### src/rtl/fetch_unit.sv
// rtl/fetch_unit.sv - instruction fetch sequencer for one- and two-word instructions
module fetch_unit #(
    parameter int IMM_BIT = 15
) (
    input  logic        clk,
    input  logic        notClr,
    input  logic [15:0] pc_in,
    output logic        pc_inc,
    input  logic        fetch_en,
    input  logic        flush,
    output logic        mem_req,
    output logic [15:0] mem_addr,
    input  logic        mem_ack,
    input  logic [15:0] mem_data,
    output logic [15:0] ir,
    output logic [15:0] imm,
    output logic        instr_valid
);

    typedef enum logic [2:0] {
        IDLE,
        REQ1,
        INC1,
        REQ2,
        INC2,
        VALID
    } state_t;

    state_t state;

    always_ff @(posedge clk or negedge notClr) begin
        if (!notClr) begin
            state       <= IDLE;
            mem_req     <= 1'b0;
            mem_addr    <= 16'h0000;
            pc_inc      <= 1'b0;
            ir          <= 16'h0000;
            imm         <= 16'h0000;
            instr_valid <= 1'b0;
        end else begin
            // pc_inc is a single-cycle pulse; only an accepted word raises it
            pc_inc <= 1'b0;
            if (flush) begin
                state       <= IDLE;
                mem_req     <= 1'b0;
                instr_valid <= 1'b0;
            end else begin
                case (state)
                    IDLE, VALID: begin
                        if (fetch_en) begin
                            state       <= REQ1;
                            mem_addr    <= pc_in;
                            mem_req     <= 1'b1;
                            instr_valid <= 1'b0;
                        end
                    end
                    REQ1: begin
                        if (mem_ack) begin
                            ir      <= mem_data;
                            mem_req <= 1'b0;
                            pc_inc  <= 1'b1;
                            state   <= INC1;
                        end
                    end
                    INC1: begin
                        if (ir[IMM_BIT]) begin
                            mem_addr <= mem_addr + 16'd1;
                            mem_req  <= 1'b1;
                            state    <= REQ2;
                        end else begin
                            imm         <= 16'h0000;
                            instr_valid <= 1'b1;
                            state       <= VALID;
                        end
                    end
                    REQ2: begin
                        if (mem_ack) begin
                            imm     <= mem_data;
                            mem_req <= 1'b0;
                            pc_inc  <= 1'b1;
                            state   <= INC2;
                        end
                    end
                    INC2: begin
                        instr_valid <= 1'b1;
                        state       <= VALID;
                    end
                    default: state <= IDLE;
                endcase
            end
        end
    end

endmodule

### config.mk
export PLATFORM = sky130hd
export DESIGN_NAME = fetch_unit
export DESIGN_NICKNAME = d
export VERILOG_FILES = /design/src/rtl/fetch_unit.sv
export SDC_FILE = /design/constraint.sdc
export NUM_CORES = 1
export LEC_CHECK = 0
export ABC_CLOCK_PERIOD_IN_PS = 2000
export CAP_MARGIN = 15
export CORE_MARGIN = 2
export CORE_UTILIZATION = 45
export DETAILED_ROUTE_END_ITERATION = 6
export PLACE_DENSITY = 0.78
export SETUP_SLACK_MARGIN = 0.2
export SYNTH_ARGS = -nofsm -noshare
export SYNTH_HDL_FRONTEND = slang
export SYNTH_SLANG_ARGS = --single-unit
### constraint.sdc
create_clock -name clk -period 2 [get_ports clk]
set_clock_uncertainty 0.15 [all_clocks]
set_input_delay 0.3 -clock clk [delete_from_list [all_inputs] [get_ports clk]]
set_output_delay 0.3 -clock clk [all_outputs]
set_load 0.02 [all_outputs]
# Yosys cells after proc, flatten, opt, wreduce, memory -nomap -nowiden
# Cells that the tools add are included.
dict set report classes {
  addsub 1
  n_eq_ne 15
  muxes 24
  n_bitwise 1
  n_reduce_logical 13
}
# cell count
set ops {}
lappend ops {{$mux W16} 4}
lappend ops {{$pmux W16 S2} 2}
lappend ops {{$add A16 B1 Y16 const B} 1}
lappend ops {{$mux W3} 5}
lappend ops {{$ne A3 B3 Y1 const B} 5}
lappend ops {{$pmux W3 S5} 1}
lappend ops {{$reduce_and A4 Y1} 3}
lappend ops {{$mux W1} 10}
lappend ops {{$reduce_and A3 Y1} 3}
lappend ops {{$ne A2 B2 Y1 const B} 4}
lappend ops {{$reduce_bool A4 Y1} 2}
lappend ops {{$eq A3 B2 Y1 const B} 2}
lappend ops {{$eq A3 B3 Y1 const B} 2}
lappend ops {{$pmux W1 S3} 2}
lappend ops {{$reduce_bool A2 Y1} 2}
lappend ops {{$reduce_or A2 Y1} 2}
lappend ops {{$eq A3 B1 Y1 const B} 1}
lappend ops {{$logic_not A3 Y1} 1}
lappend ops {{$ne A3 B1 Y1 const B} 1}
lappend ops {{$not A1 Y1} 1}
dict set report totals {
  regBits 54
  inputBits 37
  wordCells 61
}

# Longest topological paths before layout
# Gate-level depths: netlist (run 1).
dict set report logic_depth {
  depth_word 4
  depth_mapped 7
}

# Worst setup path after synthesis (run 1)
# OpenSTA, ideal clock, no wires.
dict set report synth_timing {
  kind {register -> register}
  from {register state[2]}
  to {register ir[0]}
  setup_ns 0.125
  arrival_ns 1.493
  path_slack_ns 0.232
  path_stages_with_launch 5
  path_cell_list {dfrtp_1 > buf_2 > nor4_4 > buf_6 > mux2_2}
}
dict set report synth_via {
  elab_chain_len 2
}
# element line
set synth_lines {}
lappend synth_lines {{start, declared} 29} ;# state_t state;
lappend synth_lines {{start signal, assigned} 33} ;# state <= IDLE;
lappend synth_lines {{start signal, assigned} 44} ;# state <= IDLE;
lappend synth_lines {{start signal, assigned} 51} ;# state <= REQ1;
lappend synth_lines {{$eq A3 B1 Y1} 48} ;# case (state)
lappend synth_lines {{$reduce_and A3 Y1 (no source line)} --}
lappend synth_lines {{end signal, assigned} 59} ;# ir <= mem_data;
lappend synth_lines {{end, declared} 15} ;# output logic [15:0] ir,
# Every way passes these cells.
# A chain may end at the register's enable or synchronous reset.

# Worst setup path in the final report (run 1)
dict set report layout_timing {
  from {register state[1]}
  to {register mem_addr[9]}
}
dict set report layout_via {
  elab_chain_len 4
  word_cells_on_any_way 9
  cone_classes {eq/ne (4); mux (1); reduce/logical (4)}
}
# element line
set layout_lines {}
lappend layout_lines {{$eq A3 B3 Y1 or $logic_not A3 Y1 (tied branches)} 48}
lappend layout_lines {{$reduce_or A2 Y1} 48}
lappend layout_lines {{$ne A2 B2 Y1 (no source line) or $reduce_bool A2 Y1 (tied branches)} --}
lappend layout_lines {{$reduce_and A4 Y1 (no source line)} --}
lappend layout_lines {{end signal, assigned} 52} ;# mem_addr <= pc_in;
lappend layout_lines {{end signal, assigned} 67} ;# mem_addr <= mem_addr + 16'd1;
lappend layout_lines {{end, declared} 12} ;# output logic [15:0] mem_addr,
# Parallel ways exist; a longest one is shown, timed or not.

==> flow_summary_export.csv, run 1 <==
group,metric,value,unit
global_routing,first_global_vias,2289,
sta,worst_pin_slew,325,ps
power,power,4.31,mW
clock_network,clk_pin_slew_worst_paths,100,ps
setup_path,crit_type,"reg -> reg",
sta,clock.fmax,559,MHz
global_routing,grtUsageMet2,36.2,%
floorplanning,initial_core_util,46.1,%
floorplanning,io_pins,88,
yosys,netlist_top_cells_area,"dfrtp_1 (50%), mux2_2 (7.1%), nand2_1 (5.9%)",
power,vdd_drop_max,0.778,mV
setup_path,worstPathMaxFanout,11,
setup_path,critical_path.startpoint_type,"register",
layout,syn_to_final_growth,47.8,%
routing,wl,7330,um
global_routing,grtUsageMet3,3.85,%
clock_network,ctsHtreeMaxLevel,2,
sta,fin_crit,1790,ps
global_routing,grt_pass1_wl,11400,um
global_routing,grt-busiest-layer,"met2",
floorplanning,placementRows,28,
yosys,synth_ff_type,"dfrtp_1",
yosys,netlist_top_cells_count,"dfrtp_1 (54), nand2_1 (43), o21ai_0 (22)",
outcome,status,"complete, no violations",
yosys,synth_top_area_share,49.8,%
yosys,synthCells,269,
placement,hpwlAfterDp,4770,um
floorplanning,core,5890,um2
sta,finalHoldViolations,0,
placement,gp_congestion,0.853,
yosys,synthArstFlopShare,100,%
global_routing,grt.overflow.total,0,
clock_network,cts_tree,"done",
global_routing,antenna_found_initial,0,
sta,grt_setup_unrepaired,"yes",
global_routing,grt_max_degree,55,
yosys,synth.most_common_cell,"dfrtp_1",
layout,nFillCells,442,
global_routing,grt_use_total,22.2,%
placement,place_ws,-242,ps
routing,first_iter_violations,239,
floorplanning,die_area,6670,um2
sta,final-max-slew-violation-count,0,
placement,portBuffers,87,
setup_path,cp.required,2090,ps
power,p_per_area,1070,nW/um2
yosys,syn-num-nets,307,
clock_network,cts-root-buf,"clkbuf_8",
routing,drc,0,
yosys,synth-seq-area-share,49.8,%
power,leakagePower,1.64,nW
clock_network,cts_made_buffers,5,
sta,finalSetupTns,0,ps
routing,wl_per_cell,16.6,um
yosys,syn_avg_cell_area,10.1,um2
sta,period_share,89.5,%
yosys,ys_ff_latch,54,
layout,drive_gt1_share,20.8,%
global_routing,use_met1,29.7,%
setup_path,arrival,1880,ps
floorplanning,die_w,81.7,um
layout,n_antenna_cell,0,
routing,dr.pass1.iters,4,
yosys,synth_top_area_cell,"dfrtp_1",
yosys,yosys.cell_types.count,40,
routing,vias,2484,
setup_path,end_kind,"register",
yosys,yosys_warnings,0,
layout,nets,403,
sta,max-slew-margin-rel,78.3,%
yosys,synth-edff-count,0,
min_path,min_path_type,"reg -> reg",
routing,routed_via_density,5.63,
yosys,syn-cell-area,2720,um2
sta,layout_setup_ws,210,ps
clock_network,cts_buffer_depth,2,
clock_network,clk_latency,310,ps
sta,setup_viol,0,
clock_network,clock_sinks,54,
routing,ant_nets,0,
floorplanning,die_h,81.7,um
run,maxCapViolCount,0,
## layer usage
layer	part of all wire [%]	vias to the layer above
met1	44	1218
li1	-	1166
met4	1.4	0
met5	0	-
met3	4.4	12
met2	50	88
## cell type report
| class | instances | area (um2) | share of cell area, % |
|---|---|---|---|
| Clock buffer | 6 | 72.6 | 1.81 |
| Sequential cell | 54 | 1350 | 33.7 |
| Tap cell | 75 | 93.8 | 2.34 |
| Multi-Input combinational cell | 190 | 1330 | 33.1 |
| Timing Repair Buffer | 112 | 1120 | 27.9 |
| Inverter | 2 | 7.51 | 0.187 |
| Clock inverter | 2 | 37.5 | 0.935 |
## cells by family after synthesis
logic type | share of synthesized area [%]
flops | 49.8
mux | 7.42
fa+ha+maj | 0.461
compound gates | 17.2
xor+xnor | 0.323
simple gates | 19.3
buf+inv | 5.48
## worst max-delay path, stage by stage, from the launching register on
cell and delay (ps):
dfrtp_1 400, buf_6 150, nand2b_4 150, a2bb2oi_4 190, buf_6 150, buf_12 140
a211oi_1 210, a2bb2oi_1 170
## worst paths after layout
kind | from | endpoint | slack, ps | depth (start not counted)
setup / recovery | state[1] | mem_addr[9] | 210 | 7
hold / removal | imm[0] | imm[0] | 340 | 2
setup reg to reg | state[1] | mem_addr[9] | 210 | 7
hold reg to reg | imm[0] | imm[0] | 340 | 2
max in group asynchronous | notClr | mem_addr[7] | 1080 | 3
min in group asynchronous | notClr | imm[5] | 360 | 3
## cell usage in the layout, fill, tap and decap left out, types with 5 or more instances in the layout
| master | netlist | layout |
|---|---|---|
| clkbuf_8 | 0 | 5 |
| nor3_1 | 10 | 6 |
| nand4_1 | 8 | 8 |
| dfrtp_1 | 54 | 52 |
| o21ai_0 | 22 | 22 |
| mux2_2 | 17 | 17 |
| a211oi_2 | 0 | 6 |
| clkdlybuf4s50_1 | 0 | 69 |
| a2bb2oi_1 | 12 | 8 |
| a21oi_1 | 7 | 7 |
| o22ai_1 | 8 | 8 |
| nand2_1 | 43 | 43 |
| buf_4 | 2 | 17 |
| nor2_1 | 12 | 11 |
| dlygate4sd2_1 | 0 | 14 |
## metrics by stage
step | util, % | instance area, um2 | hold WS [ps] | cells
after global placement | 63.1 | 3710 | 170 | 425
after global routing | 68.2 | 4010 | 366 | 441
after CTS | 65.1 | 3830 | 343 | 434
after detailed placement | 63.1 | 3710 | 174 | 425
after floorplan | - | 2720 | -146 | 269
final | 68.2 | 4010 | 338 | 441
## flip-flops by register name (all words and copies together) (netlist names)
name         count
state            3
pc_inc           1
mem_req          1
instr_valid      1
mem_addr        16
ir              16
imm             16
## power breakdown
| group | leakage (nW) | switching [mW] | internal, mW |
|---|---|---|---|
| Clock | 0.0514 | 0.369 | 0.374 |
| Combinational | 0.914 | 0.939 | 0.944 |
| Sequential | 0.670 | 0.296 | 1.39 |
## timing repair
action / CTS / global route
buffers inserted: 0 / 6
cloned: 0 / 1
pin swaps: 0 / 2
hold endpoints to repair: 54 / 0
setup endpoints to repair: 42 / 27
hold buffers: 1 / 0
resized for setup: 19 / 26
No activity file was read; power rests on OpenSTA's default activity.
==> run 2, diff against run 1 <==
- CAP_MARGIN: 15 -> 30
- CORE_UTILIZATION: 45 -> 46
- PLACE_DENSITY: 0.78 -> 0.8
==> run 2 against run 1 <==
  * Global-route usage fell by 0.10 points
  * Power is 2.9% lower
  * Sequential power about the same
  * Fmax rose by 0.92%
  * Flip-flop and latch count unchanged
  * Largest power group unchanged
==> flow_summary_export.csv, run 2 (synthesized netlist as in run 1, its figures left out) <==
group,metric,value,unit
outcome,status,"complete, no violations",
placement,portBuffers,87,
sta,holdWs,338,ps
routing,wl,7110,um
clock_network,cts_tree,"done",
power,p_per_area,1070,nW/um2
layout,n_antenna_cell,0,
setup_path,crit_chain,"clkdlybuf4s50_1",
clock_network,ctsHtreeMaxLevel,2,
global_routing,grt_max_degree,55,
clock_network,clk_pin_slew_worst_paths,100,ps
floorplanning,die_h,80.8,um
setup_path,r2r_end,"mem_addr[0]",
routing,dr.pass1.iters,4,
routing,drc,0,
setup_path,r2r_cells,6,
run,maxCapViolCount,0,
min_path,min_from,"imm[10]",
floorplanning,die_area,6530,um2
routing,vias,2371,
layout,nets,400,
layout,drive_gt1_share,17.6,%
clock_network,cts_made_buffers,5,
clock_network,cts_buffer_depth,2,
setup_path,crit_buf_inv,1,
clock_network,clock_sinks,54,
setup_path,reg2reg_from,"state[1]",
sta,grt_setup_unrepaired,"yes",
global_routing,first_global_vias,2238,
sta,worst_pin_slew,290,ps
layout,postLayoutCellArea,3900,um2
setup_path,critical_path.startpoint_type,"register",
sta,setup_viol,0,
sta,period_share,88.7,%
setup_path,crit_family,"buffers and inverters",
setup_path,cp.depth,1,
sta,clock.fmax,564,MHz
placement,gp_congestion,0.841,
sta,fin_crit,1770,ps
power,leakagePower,1.59,nW
global_routing,antenna_found_initial,0,
routing,first_iter_violations,152,
floorplanning,core,5610,um2
setup_path,cp-startpoint,"mem_req",
routing,routed_via_density,5.45,
floorplanning,io_pins,88,
setup_path,cp.required,1550,ps
floorplanning,initial_core_util,48.4,%
sta,finalHoldViolations,0,
placement,placed_area,3710,um2
setup_path,cp_slowest_stage_delay,620,ps
global_routing,grt_use_total,22.1,%
setup_path,worstPathMaxFanout,2,
setup_path,cp-endpoint,"mem_req",
floorplanning,die_w,80.8,um
setup_path,arrival,1320,ps
layout,mostFrequentLayoutCells,"clkdlybuf4s50_1 (69), dfrtp_1 (50), nand2_1 (43)",
power,power,4.19,mW
global_routing,grt.overflow.total,0,
setup_path,cp_slowest_cell,"clkdlybuf4s50_1",
setup_path,r2r_slack,250,ps
placement,hpwlAfterDp,4820,um
routing,ant_nets,0,
global_routing,grt_pass1_wl,11200,um
setup_path,crit_type,"reg -> out",
power,vdd_drop_max,0.749,mV
layout,layout_commonest_cell,"clkdlybuf4s50_1",
layout,largest_registers,"imm (16), ir (16), mem_addr (16)",
sta,final-max-slew-violation-count,0,
clock_network,cts-root-buf,"clkbuf_8",
floorplanning,placementRows,27,
setup_path,end_kind,"primary output",
layout,syn_to_final_growth,43.8,%
min_path,min_path_type,"reg -> reg",
clock_network,clk_latency,310,ps
routing,wl_per_cell,16.3,um
sta,max-slew-margin-rel,80.6,%
layout,nFillCells,425,
sta,finalSetupTns,0,ps
-- run 2: cell types whose count changed in the layout (fill, tap and decap cells not counted), moves of 3 or more --
| cell | previous run | this run |
|---|---|---|
| a211oi_1 | 3 | 7 |
| a211oi_2 | 6 | 2 |
| nor3_1 | 6 | 9 |
| nor3_2 | 4 | 1 |
| a2bb2oi_1 | 8 | 11 |
-- run 2: metrics by stage --
stage | setup WS, ps | utilization [%] | std cells
2_1_floorplan | 232 | - | 269
3_3_place_gp | -170 | 66.1 | 422
3_5_place_dp | -227 | 66.1 | 422
4_1_cts | 185 | 67.9 | 431
5_1_grt | 145 | 69.6 | 435
6_report | 226 | 69.6 | 435
-- run 2: how the worst min path moves through the flow --
stage                    to  slack (ps)  depth (start not counted)
floorplan            imm[0]        -150                          0
global placement      ir[3]         170                          2
detailed placement   imm[3]         170                          2
CTS                 imm[10]         340                          2
global route         imm[5]         370                          2
finish              imm[10]         340                          2
-- run 2: power breakdown --
part	leakage, nW	internal, mW	switching [mW]
registers	0.667	1.39	0.273
clock network	0.0478	0.286	0.387
logic	0.873	0.917	0.932
-- run 2: area by class of cell --
cell class	count	area [um2]	area share, %
clock inverters	2	16.3	0.417
inverters	2	7.51	0.192
well taps	72	90.1	2.31
clock buffers	6	82.6	2.12
multi-input cells	190	1250	32.1
repair buffers	109	1100	28.1
flip-flops and latches	54	1360	34.7
-- run 2: timing repair --
action                                  4_1_cts  5_1_grt
setup buffers                                 0        3
pin swaps                                     0        1
endpoints found under the setup margin       28       33
gates cloned                                  0        1
resized for setup                            17       17
hold endpoints to repair                     54        0
hold buffers                                  1        0
-- run 2: metal layers --
| metal | routed length, um | vias up | GRT usage [%] |
|---|---|---|---|
| li1 | - | 1169 | - |
| met1 | 3110 | 1125 | 29.6 |
| met2 | 3560 | 68 | 37.1 |
| met3 | 331 | 9 | 3.78 |
| met4 | 102 | 0 | 6.27 |
| met5 | 0 | - | 0 |
